$ cat config.mk
export PLATFORM = sky130hd
export DESIGN_NAME = adc_spi_capture
export DESIGN_NICKNAME = d
export VERILOG_FILES = /design/src/rtl/adc_spi_capture.sv
export SDC_FILE = /design/constraint.sdc
export NUM_CORES = 1
export LEC_CHECK = 0
export ABC_AREA = 1
export BUFFER_PORTS_ARGS = -buffer_cell sky130_fd_sc_hd__buf_2
export CORE_UTILIZATION = 62
export CTS_CLUSTER_DIAMETER = 50
export CTS_CLUSTER_SIZE = 8
export DETAILED_ROUTE_END_ITERATION = 6
export PLACE_DENSITY = 0.83
export SETUP_SLACK_MARGIN = 0.3
export SLEW_MARGIN = 20
export SYNTH_ARGS = -nofsm -noshare
export SYNTH_HDL_FRONTEND = slang
export SYNTH_SLANG_ARGS = --single-unit
$ cat constraint.sdc
create_clock -name clk -period 2.9 [get_ports clk]
set_input_delay 0.58 -clock clk [delete_from_list [all_inputs] [get_ports clk]]
set_output_delay 0.58 -clock clk [all_outputs]
set_load 0.05 [all_outputs]
$ cat src/rtl/adc_spi_capture.sv
// adc_spi_capture
//   Paces conversions of a 16-bit serial ADC with a free-running sample-rate
//   timer. Each conversion runs one SPI read frame (CPOL=1, data sampled on
//   the SCLK rising edge). The captured word is presented on sample_dat
//   together with a one-cycle ack_o pulse, gated by the consumer's req_i.
//
// Ports
//   clk, rst_n       system clock, asynchronous active-low reset
//   enable           allows new conversions to start on a timer tick
//   req_i            downstream ready
//   ack_o            one-cycle pulse: sample_dat holds a new word
//   sample_dat[15:0] last captured word, MSB-first assembled
//   busy_o           high while a frame is in progress
//   overrun_o        sticky: a new word overwrote an undelivered one
//   overrun_clr      synchronous clear of overrun_o (a set event wins)
//   adc_cs_n         ADC chip select, active-low
//   adc_sclk         ADC serial clock, idle high
//   adc_sdo          ADC serial data, changes on SCLK falling edge
module adc_spi_capture #(
    parameter int CLK_DIV       = 4,
    parameter int FRAME_BITS    = 16,
    parameter int SAMPLE_PERIOD = 1000
) (
    input  logic        clk,
    input  logic        rst_n,
    input  logic        enable,
    input  logic        req_i,
    output logic        ack_o,
    output logic [15:0] sample_dat,
    output logic        busy_o,
    output logic        overrun_o,
    input  logic        overrun_clr,
    output logic        adc_cs_n,
    output logic        adc_sclk,
    input  logic        adc_sdo
);

    localparam int DIV_W = $clog2(CLK_DIV);
    localparam int BIT_W = $clog2(FRAME_BITS);
    localparam int CNT_W = $clog2(SAMPLE_PERIOD);

    typedef enum logic [2:0] {
        IDLE,
        SETUP,
        SHIFT,
        HOLD,
        QUIET,
        DELIVER
    } state_t;

    state_t             state_q, state_d;
    logic [CNT_W-1:0]   cnt_q, cnt_d;
    logic [DIV_W-1:0]   div_q, div_d;
    logic [BIT_W-1:0]   bit_q, bit_d;
    logic               half_q, half_d;     // 0: SCLK low half, 1: high half
    logic [15:0]        shift_q, shift_d;
    logic [15:0]        sample_q, sample_d;
    logic               pending_q, pending_d;
    logic               ack_q, ack_d;
    logic               overrun_q, overrun_d;
    logic               cs_n_q, cs_n_d;
    logic               sclk_q, sclk_d;
    logic               busy_q, busy_d;

    logic               tick;
    logic               div_end;
    logic               load;
    logic               avail;

    always_comb begin
        // NOTE: every signal gets a default before the case so no path leaves
        // it unassigned; otherwise synthesis infers a latch.
        state_d   = state_q;
        div_d     = div_q;
        bit_d     = bit_q;
        half_d    = half_q;
        shift_d   = shift_q;
        load      = 1'b0;

        tick      = (cnt_q == CNT_W'(SAMPLE_PERIOD - 1));
        cnt_d     = tick ? '0 : cnt_q + CNT_W'(1);
        div_end   = (div_q == DIV_W'(CLK_DIV - 1));

        unique case (state_q)
            IDLE: begin
                if (tick && enable) begin
                    state_d = SETUP;
                    div_d   = '0;
                end
            end
            SETUP: begin
                if (div_end) begin
                    state_d = SHIFT;
                    div_d   = '0;
                    bit_d   = '0;
                    half_d  = 1'b0;
                end else begin
                    div_d = div_q + DIV_W'(1);
                end
            end
            SHIFT: begin
                if (div_end) begin
                    div_d = '0;
                    if (!half_q) begin
                        // Low half ends: SCLK rises and the data bit is taken
                        // on this same edge. Old bits fall off the top.
                        half_d  = 1'b1;
                        shift_d = {shift_q[14:0], adc_sdo};
                    end else if (bit_q == BIT_W'(FRAME_BITS - 1)) begin
                        state_d = HOLD;
                    end else begin
                        bit_d  = bit_q + BIT_W'(1);
                        half_d = 1'b0;
                    end
                end else begin
                    div_d = div_q + DIV_W'(1);
                end
            end
            HOLD: begin
                if (div_end) begin
                    state_d = QUIET;
                    div_d   = '0;
                end else begin
                    div_d = div_q + DIV_W'(1);
                end
            end
            QUIET: begin
                if (div_end) begin
                    // The word becomes visible in the DELIVER cycle itself.
                    state_d = DELIVER;
                    div_d   = '0;
                    load    = 1'b1;
                end else begin
                    div_d = div_q + DIV_W'(1);
                end
            end
            DELIVER: state_d = IDLE;
            default: state_d = IDLE;
        endcase

        sample_d  = load ? shift_q : sample_q;

        // A freshly loaded word is acked on the same edge if req_i is high;
        // otherwise it waits as pending until the first cycle req_i is high.
        avail     = pending_q | load;
        ack_d     = avail & req_i;
        pending_d = avail & ~req_i;
        overrun_d = (load & pending_q) | (overrun_q & ~overrun_clr);

        // Pin outputs are decoded from the next state so they are flops that
        // line up exactly with the state register.
        cs_n_d    = !(state_d inside {SETUP, SHIFT, HOLD});
        sclk_d    = !(state_d == SHIFT && !half_d);
        busy_d    = (state_d != IDLE);
    end

    // NOTE: state updates use non-blocking assignments so every flop samples
    // pre-edge values; the asynchronous reset puts the pins in their idle
    // levels immediately, abandoning any frame in flight.
    always_ff @(posedge clk or negedge rst_n) begin
        if (!rst_n) begin
            state_q   <= IDLE;
            cnt_q     <= '0;
            div_q     <= '0;
            bit_q     <= '0;
            half_q    <= 1'b0;
            shift_q   <= '0;
            sample_q  <= '0;
            pending_q <= 1'b0;
            ack_q     <= 1'b0;
            overrun_q <= 1'b0;
            cs_n_q    <= 1'b1;
            sclk_q    <= 1'b1;
            busy_q    <= 1'b0;
        end else begin
            state_q   <= state_d;
            cnt_q     <= cnt_d;
            div_q     <= div_d;
            bit_q     <= bit_d;
            half_q    <= half_d;
            shift_q   <= shift_d;
            sample_q  <= sample_d;
            pending_q <= pending_d;
            ack_q     <= ack_d;
            overrun_q <= overrun_d;
            cs_n_q    <= cs_n_d;
            sclk_q    <= sclk_d;
            busy_q    <= busy_d;
        end
    end

    assign ack_o      = ack_q;
    assign sample_dat = sample_q;
    assign busy_o     = busy_q;
    assign overrun_o  = overrun_q;
    assign adc_cs_n   = cs_n_q;
    assign adc_sclk   = sclk_q;

endmodule

# Yosys cells after proc, flatten, opt, wreduce, memory -nomap -nowiden
# Index checks and enable logic that the tools add are counted.
# Widths: inputs -> output; s select.
[word_totals]
input_bits = 6
regBits = 58
wordCells = 78
[classes]
bitwise = 9
n_reduce_logical = 14
eq_ne = 15
mux = 24
n_addsub = 3
[ops]
columns = ["operator", "count"]
rows = [
  ["$mux 3", 7],
  ["$mux 4", 4],
  ["$pmux 3 s5", 1],
  ["$eq 3x2->1 const B", 4],
  ["$add 10x1->10 const B", 1],
  ["$eq 10x10->1 const B", 1],
  ["$mux 10", 1],
  ["$ne 2x2->1 const B", 5],
  ["$pmux 4 s2", 1],
  ["$eq 3x1->1 const B", 2],
  ["$mux 1", 6],
  ["$reduce_bool 3->1", 2],
  ["$reduce_and 5->1", 1],
  ["$add 4x1->4 const B", 1],
  ["$and 1x1->1", 4],
  ["$eq 4x4->1 const B", 1],
  ["$mux 2", 2],
  ["$pmux 2 s2", 1],
  ["$reduce_bool 2->1", 2],
  ["$reduce_or 4->1", 1],
  ["$eq 3x3->1 const B", 1],
  ["$logic_not 1->1", 3],
  ["$logic_not 3->1", 1],
  ["$not 1->1", 3],
  ["7 further kinds", 9],
]

# Logic depth before layout (Yosys ltp)
[logic_depth]
word_depth = 8
mapped_depth = 9

# Worst setup path before layout
# OpenSTA, ideal clock, no wires.
[synth_timing]
kind = "register to register"
from = "register div_q[0]"
to = "register sample_q[11], in the netlist sample_dat[11]"
setup_slack_ns = 1.553
t_arrival_ns = 1.270
t_required_ns = 2.824
stages_incl_launch_ff = 7
setup_time_ns = 0.076
path_cell_list = "dfrtp_1 ha_1 buf_4 nand3_2 buf_2 nand2_1 o21ai_1"
[synth_between]
elab_chain_len = 3
[synth_lines]
columns = ["element", "line_no", "rtl"]
rows = [
  ["start: declaration", "53", "logic [DIV_W-1:0] div_q, div_d;"],
  ["start signal: assignment", "178", "div_q <= div_d;"],
  ["$eq 2x2->1", "82", "div_end = (div_q == DIV_W'(CLK_DIV - 1));"],
  ["$mux 1", "128", "if (div_end) begin"],
  ["$mux 1", "84", "unique case (state_q)"],
  ["end signal: assignment", "182", "sample_q <= sample_d;"],
  ["end: declaration", "57", "logic [15:0] sample_q, sample_d;"],
]
# Every way passes these cells.
# A chain may end at the register's enable or synchronous reset.

# Worst setup path in the final report
# Ends and elaborated chain as after synthesis.

==> summary.md <==
| Metric | Value |
|---|---|
| Vias | `1,908` |
| Top cells by area, synth | `dfrtp_1, nand2_1, inv_1` |
| Initial antenna violation count | `0` |
| Syn nets | `291` |
| Post-synthesis sequential area ratio | `57.21%` |
| TritonCTS buffer count | `9` |
| Root Buffer | `clkbuf_8` |
| HP Class | `input port to async pin` |
| Area leader, netlist | `dfrtp_1` |
| Die area | `4359 um^2` |
| Fin cells | `365` |
| Number of buffers on the longest clock path | `2` |
| Crit Path Max Fanout | `20` |
| List of most frequent post-synthesis cells | `nand2_1, dfrtp_1, inv_1` |
| Die Width | `66.02 um` |
| Lkg Pwr | `1.463 nW` |
| RSZ-0062 raised after global routing | `no` |
| Share of the synthesized area in the top cell type | `55.15%` |
| Final Hold Fails | `0` |
| Largest net degree at the start of global routing | `59` |
| Share of cells above drive strength 1 | `19.24%` |
| Total grt overflow | `0` |
| Number of synthesized flops with an enable pin | `0` |
| Site Rows | `22` |
| First-pass GRT wire length | `7948 um` |
| Violation count after the first detailed-routing iteration | `95` |
| GRT Overall Usage | `25.02%` |
| FF-to-FF setup slack | `1.08 ns` |
| Antenna-violating nets left | `0` |
| Setup Buffers After CTS | `0` |
| Synthesis Warnings | `0` |
| Via density | `5.227` |
| Dpl cells | `349` |
| Layout Nets | `321` |
| Dpl hpwl | `3045 um` |
| Final WL | `4674 um` |
| Peak VDD IR | `387.1 uV` |
| Final number of max-transition violations | `0` |
| Post-CTS Resized | `0` |
| Count of cell types in the netlist | `27` |
| Ys async rst share | `100.0%` |
| Num ports | `27` |
| Fmax | `550.2 MHz` |
| Clock Latency Late Sink | `0.34 ns` |
| Area Overhead vs Synth | `14.77%` |
| H-Tree Level Count | `3` |
| Tmin final | `1.817 ns` |
| DRC viols | `0` |
| R2R cell count | `5` |
| Critical Setup Path Class | `register to register` |
| Dominant synthesized flop cell | `dfrtp_1` |
| Max_slew headroom | `52.70%` |
| Worst path required time | `3.11 ns` |
| Antenna cells | `0` |
| Setup TNS | `0 ns` |
| Pwr/cell area | `579.3 nW/um^2` |
| CTS hold repair buffers | `0` |
| Clock Skew | `0.008654 ns` |
| PortBufs | `26` |
| Fillcell total | `255` |
| PnR Total Power | `1.690 mW` |
| Worst Tran Pin Value | `0.7096 ns` |
| Most frequent cell after synthesis | `nand2_1` |
| Post-Syn Instances | `282` |
| Crit start category | `register` |
| Chip height | `66.02 um` |
| Run status | `finished clean` |
| Area of the core | `3799 um^2` |
| Initial Util | `66.90%` |
| TritonRoute pass-1 iters | `4` |
| Post-synth design cell area | `2541 um^2` |
| Crit end category | `register` |
| Placer Congestion | `0.8746` |
| Max cap viols | `0` |
| Wire length per cell | `12.81 um` |
| Period utilization | `62.67%` |
| Synth Area per Inst | `9.011 um^2` |
| Synthesized flop and latch total | `58` |
| # setup viols final | `0` |
| Clock Sinks | `58` |
| Arrival time at the worst endpoint | `2.03 ns` |
| CTS tree | `yes` |
| Vias in the first global route | `1,804` |
| Reg clk slew, reported paths | `0.07 ns` |
| Worst hold slack | `0.3717 ns` |
-- layout make-up --
| class | count | area [um^2] | share of cell area [%] |
|---|---|---|---|
| well taps | 48 | 60.06 | 2.059 |
| clock inverters | 4 | 73.82 | 2.531 |
| multi-input cells | 178 | 889.6 | 30.50 |
| repair buffers | 28 | 145.1 | 4.976 |
| clock buffers | 12 | 155.1 | 5.320 |
| inverters | 37 | 138.9 | 4.762 |
| flip-flops and latches | 58 | 1454 | 49.85 |
-- placed cells by master, fill, tap and decap left out, types with 2 or more instances in the layout --
| master | instances |
|---|---|
| nand2_1 | 67 |
| dfrtp_1 | 56 |
| inv_1 | 34 |
| buf_2 | 26 |
| o21ai_1 | 25 |
| nor2_1 | 24 |
| nand3_1 | 19 |
| clkbuf_8 | 11 |
| o21ai_0 | 8 |
| o21ai_2 | 7 |
| nand4_1 | 4 |
| nor3_1 | 4 |
| a21oi_1 | 4 |
| inv_2 | 3 |
| ha_1 | 3 |
| nand3_4 | 2 |
| xnor2_1 | 2 |
| xor2_1 | 2 |
| dfstp_2 | 2 |
| bufinv_16 | 2 |
| buf_4 | 2 |
-- worst max-delay path: stages, from the launching register on --
cell,delay (ns)
dfrtp_1,0.38
ha_1,0.44
nand3_2,0.40
buf_4,0.34
nand2_1,0.07
o21ai_1,0.07
-- through the flow --
step                worst slack [ns]  utilization (%)  cell area [um^2]
floorplan                      1.553                -              2541
global placement               1.163            70.75              2688
finish                         1.083            76.78              2917
global route                  0.9555            76.78              2917
CTS                            1.090            76.78              2917
detailed placement             1.129            70.75              2688
-- cells by family (layout without fill, tap and decap cells) --
family | Yosys count | count (layout) | synth area share (%)
buf+inv | 46 | 81 | 7.779
flops | 58 | 58 | 57.21
xor+xnor | 4 | 4 | 1.379
fa+ha+maj | 3 | 3 | 1.477
compound gates | 47 | 47 | 10.49
simple gates | 123 | 123 | 21.22
mux | 1 | 1 | 0.4431
-- where the power goes --
part | leakage, nW | internal, mW | total, mW | switching, mW
Combinational | 0.594 | 0.00623 | 0.0281 | 0.0218
Clock | 0.117 | 0.531 | 0.845 | 0.314
Sequential | 0.752 | 0.814 | 0.817 | 0.00241
-- state kept, by name (all words and copies together), names as in the netlist --
register	cells
shift_q	16
bit_q	4
pending_q	1
state_q	3
ack_o	1
sample_dat	16
cnt_q	10
adc_cs_n	1
half_q	1
div_q	2
busy_o	1
overrun_o	1
adc_sclk	1
-- routing by layer --
layer	wire length, um	part of all wire [%]	vias to the layer above	GRT usage (%)
met1	2139	46	884	31.32
met5	0	0	-	0
met2	2225	48	57	39.54
met3	228	4.9	7	7.759
met4	80	1.7	0	11.70
li1	-	-	960	-
-- worst paths after layout --
check | from | to
worst max-delay path | div_q[0] | sample_dat[11]
worst min-delay path | rst_n | sample_dat[14]
worst max register to register | div_q[0] | sample_dat[11]
worst min register to register | sample_dat[5] | sample_dat[5]
max in group asynchronous | rst_n | cnt_q[3]
min in group clk | req_i | pending_q
Power figures use the tool's default switching activity.
